$ cat src/rtl/lsu_mem_arbiter.sv
// Round-robin arbiter that shares one data-memory read/write port among the per-thread LSUs.
// Latency: a request seen in IDLE gives mem valid next cycle; mem ready gives the LSU ready pulse next cycle.
// Backpressure: ungranted LSUs hold valid and wait; the granted access waits on mem ready (watchdog: ARB_TIMEOUT_EN).
module lsu_mem_arbiter #(
    parameter int NUM_REQ        = 4,
    parameter int ADDR_BITS      = 8,
    parameter int DATA_BITS      = 8,
    parameter int TIMEOUT_CYCLES = 255
) (
    input  logic                         clk,
    input  logic                         reset,
    input  logic [NUM_REQ-1:0]           lsu_read_valid,
    input  logic [NUM_REQ*ADDR_BITS-1:0] lsu_read_address,
    input  logic [NUM_REQ-1:0]           lsu_write_valid,
    input  logic [NUM_REQ*ADDR_BITS-1:0] lsu_write_address,
    input  logic [NUM_REQ*DATA_BITS-1:0] lsu_write_data,
    output logic [NUM_REQ-1:0]           lsu_read_ready,
    output logic [NUM_REQ*DATA_BITS-1:0] lsu_read_data,
    output logic [NUM_REQ-1:0]           lsu_write_ready,
    output logic                         mem_read_valid,
    output logic [ADDR_BITS-1:0]         mem_read_address,
    input  logic                         mem_read_ready,
    input  logic [DATA_BITS-1:0]         mem_read_data,
    output logic                         mem_write_valid,
    output logic [ADDR_BITS-1:0]         mem_write_address,
    output logic [DATA_BITS-1:0]         mem_write_data,
    input  logic                         mem_write_ready,
    output logic                         busy,
    output logic [$clog2(NUM_REQ)-1:0]   grant_id,
    output logic                         timeout_error
);

    localparam int IDW = $clog2(NUM_REQ);

    typedef enum logic [1:0] {
        S_IDLE,
        S_READ,
        S_WRITE,
        S_RESP
    } state_t;

    state_t                       r_state;
    logic [IDW-1:0]               r_rr_ptr;
    logic [IDW-1:0]               r_grant;
    logic                         r_busy;
    logic                         r_mem_rd_vld;
    logic                         r_mem_wr_vld;
    logic [ADDR_BITS-1:0]         r_mem_rd_addr;
    logic [ADDR_BITS-1:0]         r_mem_wr_addr;
    logic [DATA_BITS-1:0]         r_mem_wr_dat;
    logic [NUM_REQ-1:0]           r_rd_rdy;
    logic [NUM_REQ-1:0]           r_wr_rdy;
    logic [NUM_REQ*DATA_BITS-1:0] r_rd_dat;

    logic [NUM_REQ-1:0]           w_req;
    logic [IDW-1:0]               w_cand [NUM_REQ];
    logic                         w_found;
    logic [IDW-1:0]               w_sel;
    logic [IDW-1:0]               w_next;

`ifdef ARB_TIMEOUT_EN
    localparam int CNT_W = $clog2(TIMEOUT_CYCLES + 1);
    logic [CNT_W-1:0]             r_wd_cnt;
    logic                         r_timeout;
    logic                         w_wd_expired;

    // Last cycle the access may wait: the counter starts at 0 on entry, so this ends it after TIMEOUT_CYCLES cycles.
    assign w_wd_expired  = (r_wd_cnt == CNT_W'(TIMEOUT_CYCLES - 1));
    assign timeout_error = r_timeout;
`else
    assign timeout_error = 1'b0;
`endif

    // A watchdog limit below one cycle has no meaning in either build.
    if (TIMEOUT_CYCLES < 1) begin : g_timeout_cfg_invalid
    end

    assign w_req = lsu_read_valid | lsu_write_valid;

    // Round-robin scan: candidate k is rr_ptr+k; the descending loop lets the lowest offset win.
    always_comb begin
        w_found = 1'b0;
        w_sel   = '0;
        w_next  = '0;
        for (int k = 0; k < NUM_REQ; k++) begin
            w_cand[k] = IDW'((int'(r_rr_ptr) + k) % NUM_REQ);
        end
        for (int k = NUM_REQ - 1; k >= 0; k--) begin
            if (w_req[w_cand[k]]) begin
                w_found = 1'b1;
                w_sel   = w_cand[k];
                w_next  = IDW'((int'(w_cand[k]) + 1) % NUM_REQ);
            end
        end
    end

    // Arbiter FSM; every output is a register updated here.
    always_ff @(posedge clk or posedge reset) begin
        if (reset) begin
            r_state       <= S_IDLE;
            r_rr_ptr      <= '0;
            r_grant       <= '0;
            r_busy        <= 1'b0;
            r_mem_rd_vld  <= 1'b0;
            r_mem_wr_vld  <= 1'b0;
            r_mem_rd_addr <= '0;
            r_mem_wr_addr <= '0;
            r_mem_wr_dat  <= '0;
            r_rd_rdy      <= '0;
            r_wr_rdy      <= '0;
            r_rd_dat      <= '0;
`ifdef ARB_TIMEOUT_EN
            r_wd_cnt      <= '0;
            r_timeout     <= 1'b0;
`endif
        end else begin
            case (r_state)
                S_IDLE: begin
                    if (w_found) begin
                        r_grant  <= w_sel;
                        r_rr_ptr <= w_next;
                        r_busy   <= 1'b1;
`ifdef ARB_TIMEOUT_EN
                        r_wd_cnt <= '0;
`endif
                        // A pending read goes first; a write from the same LSU waits for a later grant.
                        if (lsu_read_valid[w_sel]) begin
                            r_state       <= S_READ;
                            r_mem_rd_vld  <= 1'b1;
                            r_mem_rd_addr <= lsu_read_address[w_sel*ADDR_BITS +: ADDR_BITS];
                        end else begin
                            r_state       <= S_WRITE;
                            r_mem_wr_vld  <= 1'b1;
                            r_mem_wr_addr <= lsu_write_address[w_sel*ADDR_BITS +: ADDR_BITS];
                            r_mem_wr_dat  <= lsu_write_data[w_sel*DATA_BITS +: DATA_BITS];
                        end
                    end
                end
                S_READ: begin
                    if (mem_read_ready) begin
                        r_rd_dat[r_grant*DATA_BITS +: DATA_BITS] <= mem_read_data;
                        r_rd_rdy[r_grant] <= 1'b1;
                        r_mem_rd_vld      <= 1'b0;
                        r_state           <= S_RESP;
                    end
`ifdef ARB_TIMEOUT_EN
                    else if (w_wd_expired) begin
                        r_rd_dat[r_grant*DATA_BITS +: DATA_BITS] <= '1;
                        r_rd_rdy[r_grant] <= 1'b1;
                        r_mem_rd_vld      <= 1'b0;
                        r_timeout         <= 1'b1;
                        r_state           <= S_RESP;
                    end else begin
                        r_wd_cnt <= r_wd_cnt + 1'b1;
                    end
`endif
                end
                S_WRITE: begin
                    if (mem_write_ready) begin
                        r_wr_rdy[r_grant] <= 1'b1;
                        r_mem_wr_vld      <= 1'b0;
                        r_state           <= S_RESP;
                    end
`ifdef ARB_TIMEOUT_EN
                    else if (w_wd_expired) begin
                        r_wr_rdy[r_grant] <= 1'b1;
                        r_mem_wr_vld      <= 1'b0;
                        r_timeout         <= 1'b1;
                        r_state           <= S_RESP;
                    end else begin
                        r_wd_cnt <= r_wd_cnt + 1'b1;
                    end
`endif
                end
                S_RESP: begin
                    r_rd_rdy <= '0;
                    r_wr_rdy <= '0;
                    r_busy   <= 1'b0;
                    r_state  <= S_IDLE;
                end
                default: begin
                    r_state <= S_IDLE;
                end
            endcase
        end
    end

    assign lsu_read_ready    = r_rd_rdy;
    assign lsu_read_data     = r_rd_dat;
    assign lsu_write_ready   = r_wr_rdy;
    assign mem_read_valid    = r_mem_rd_vld;
    assign mem_read_address  = r_mem_rd_addr;
    assign mem_write_valid   = r_mem_wr_vld;
    assign mem_write_address = r_mem_wr_addr;
    assign mem_write_data    = r_mem_wr_dat;
    assign busy              = r_busy;
    assign grant_id          = r_grant;

endmodule
$ cat config.mk
export PLATFORM = sky130hd
export DESIGN_NAME = lsu_mem_arbiter
export DESIGN_NICKNAME = d
export VERILOG_FILES = /design/src/rtl/lsu_mem_arbiter.sv
export SDC_FILE = /design/constraint.sdc
export NUM_CORES = 1
export LEC_CHECK = 0
export ABC_AREA = 1
export BUFFER_PORTS_ARGS = -buffer_cell sky130_fd_sc_hd__buf_2
export CAP_MARGIN = 40
export CORE_UTILIZATION = 40
export CTS_BUF_LIST = sky130_fd_sc_hd__clkbuf_4 sky130_fd_sc_hd__clkbuf_8
export DETAILED_ROUTE_END_ITERATION = 7
export GPL_ROUTABILITY_DRIVEN = 0
export PLACE_DENSITY = 0.77
export SYNTH_ARGS = -nofsm -noshare
export SYNTH_HDL_FRONTEND = slang
export SYNTH_SLANG_ARGS = --single-unit
$ cat constraint.sdc
create_clock -name clk -period 4.2 [get_ports clk]
set_input_delay 0.63 -clock clk [delete_from_list [all_inputs] [get_ports clk]]
set_output_delay 0.63 -clock clk [all_outputs]
set_load 0.01 [all_outputs]
==> results.ini <==
[power]
vdd_drop_max_mv=0.478
p_seq_share_pct=26.7
power.share.clock_pct=12.6
internal-power_uw=2210
p_leak_uw=0.00310
sw_frac_of_total_pct=51.2
power.density_mw_per_mm2=827
switchingPower_uw=2320
comb_power_share_pct=60.7

[detailed_routing]
drt_iter0_drc=247
vias=4513
wl_per_cell_um=13.6
drc=0
ant_nets=0
dr.pass1.iters=6
vias_per_cell=5.03
wirelength_mm=12.2

[floorplanning]
ios=186
die_h_um=106
coreArea_mm2=0.0104
start_util_pct=41.4
rows=37
die_width_um=106
die-area_mm2=0.0112

[layout]
drive_gt1_share_pct=29.9
syn_to_final_growth_pct=27.6
diodes=0
instances_no_fill=898
fillCellCount=1084
fin_nets=886

[yosys]
synth_fp_nets=715
synth-seq-area-share_pct=42.5
synth_top_cells_by_count=nand2_1 (137), nor2_1 (112), o21ai_0 (84), dfrtp_1 (73)
netlist-cell-type-count=33
avgSynthCellArea_um2=7.33
syn-instance-count=586
synth_top_area_share_pct=42.5
yosysWarnings=0
yosysTopAreaCell=dfrtp_1
netlist_top_cells_area=dfrtp_1 (43%), nand2_1 (12%), nor2_1 (9.8%), o21ai_0 (9.8%), nand3_1 (4.1%)
synth_ff_type=dfrtp_1
synth-edff-count=0
synth_most_common_cell=nand2_1
synth_seq_cells=73
syn_area_mm2=0.00429
synthArstFlopShare_pct=100

[global_route]
grt_max_degree=53
antenna_found_initial=0
grt.total_usage_pct=22.5
grt.overflow.total=0
first_global_vias=4202
grt_pass1_wl_mm=19.8

[clock_tree]
post_cts_buffers=0
clock_sinks=73
clock_latency_ns=0.36
cts_tree=yes
cts_resized=0
cts_hold_buffers=0
root_buffer=clkbuf_8
clk_path_buf_depth=2
clk_pin_slew_worst_paths_ns=0.09
htreeDepth=3
cts_buffers=9

[worst_setup_path]
cp-end-kind=flop
critPathRequiredTime_ns=4.49
start_kind=flop
worstPathCellList=inv_2 > nand2_2 > nand3_1 > nand2_1 > inv_2 > nand2_1 > nand2_2 > nand2_4 > nand2_1 > nand3_2 > nand3_1 > inv_1 > nand2_1 > nand2_1
critPathMaxStageDelay_ns=0.64
crit_path_top_delay_cell=dfrtp_1
cp_common_cell=nand2_1
arrival_ns=3.17
cp_max_fo=52
r2r_slack_ns=1.32
crit_type=flop to flop

[placement]
dpl.hpwl_mm=9.22
portBuffers=184
dp.cells=882
pre_cts_slack_ns=1.14

[sta]
setup_ws_ns=1.32
fmax_ghz=0.347
setup_violations=0
finalCritPeriodShare_pct=68.6
final-max-slew-violation-count=0
finalSetupTns_ns=0
tightest_slew_ns=0.754
slew_headroom_pct=49.7
finClkSkew_ns=0.0147
rsz0062_at_grt=false
hold_violations=0
period_needed_ns=2.88

[worst_hold_path]
hold_class=primary input to asynchronous set/reset pin

[run]
drv_cap=0

[status]
status=finished, final reports clean

-- per-stage QoR --
| step | cell area [µm²] | power (µW) | hold WS (ns) | utilization (%) |
|---|---|---|---|---|
| 6_report | 5480 | 4530 | 0.329 | 52.8 |
| 5_1_grt | 5480 | 5000 | 0.361 | 52.8 |
| 4_1_cts | 5480 | 4560 | 0.334 | 52.8 |
| 3_5_place_dp | 5280 | 3980 | 0.467 | 50.9 |
| 3_3_place_gp | 5250 | 3930 | 0.460 | 50.6 |
| 2_1_floorplan | 4290 | 3290 | 0.504 | - |
-- area by class of cell --
class / instances / area (µm²) / area share (%)
multi-input cells: 446 / 2160 / 39.5
flip-flops and latches: 73 / 1830 / 33.3
repair buffers: 187 / 963 / 17.6
well taps: 136 / 170 / 3.11
inverters: 40 / 153 / 2.79
clock buffers: 10 / 138 / 2.51
clock inverters: 6 / 65.1 / 1.19
-- sequential cells by signal, summed over array words and instances, names as in the netlist, 2 cells and up --
register,flops
r_state,2
r_rr_ptr,2
mem_read_address,8
lsu_write_ready,4
lsu_read_data,32
mem_write_data,8
mem_write_address,8
grant_id,2
lsu_read_ready,4
-- cells in the final DEF (no fill, tap or decap), types with 2 or more instances in the layout --
| master | count |
|---|---|
| clkbuf_8 | 10 |
| buf_2 | 184 |
| inv_1 | 34 |
| o21ai_0 | 84 |
| inv_2 | 5 |
| nand2_1 | 137 |
| nand3_1 | 35 |
| nor3_1 | 2 |
| nand3_2 | 6 |
| ha_1 | 13 |
| o31ai_1 | 8 |
| nand4_1 | 3 |
| clkinv_2 | 2 |
| a21oi_1 | 5 |
| buf_4 | 2 |
| nor2_1 | 111 |
| o21ai_2 | 2 |
| nand2_4 | 4 |
| o21ai_1 | 12 |
| dfrtp_1 | 73 |
| o22ai_1 | 9 |
| nand2_2 | 4 |
-- final timing paths --
kind / from / to / depth (start not counted)
min in group clk: mem_write_data[2] / mem_write_data[2] / 2
max: r_rr_ptr[0] / mem_read_address[4] / 14
max reg2reg: r_rr_ptr[0] / mem_read_address[4] / 14
min: reset / lsu_read_data[13] / 2
max in group asynchronous: reset / lsu_read_data[21] / 3
min reg2reg: mem_write_data[2] / mem_write_data[2] / 2
-- layer usage --
layer	vias to the layer above	GRT usage [%]	wire (µm)
met5	-	0	0
met4	0	7.64	202
met3	15	4.58	693
met2	171	37.5	5870
met1	2073	29.2	5410
li1	2254	-	-
-- logic make-up after synthesis --
kind of cell,after synthesis,share of synthesized area [%]
other,1,0.0873
buffers and inverters,67,7.17
adder cells (fa/ha/maj),13,3.79
AO/OA/AOI/OAI,125,15.8
flip-flops,73,42.5
XOR/XNOR,2,0.758
AND/OR/NAND/NOR,305,29.8
-- worst max-delay path: cells and delay by family (launching register included) --
family	cells	cell delay (ns)
buf+inv	3	0.54
flops	1	0.64
simple gates	11	1.63
-- power by group through the flow --
stage	Clock (µW)	Sequential (µW)	Combinational [µW]
2_1_floorplan	0	1290	2000
3_3_place_gp	0	1220	2710
3_5_place_dp	0	1220	2760
4_1_cts	582	1210	2770
5_1_grt	615	1240	3150
6_report	571	1210	2750
Note: power is estimated with default switching activity, not from simulation.
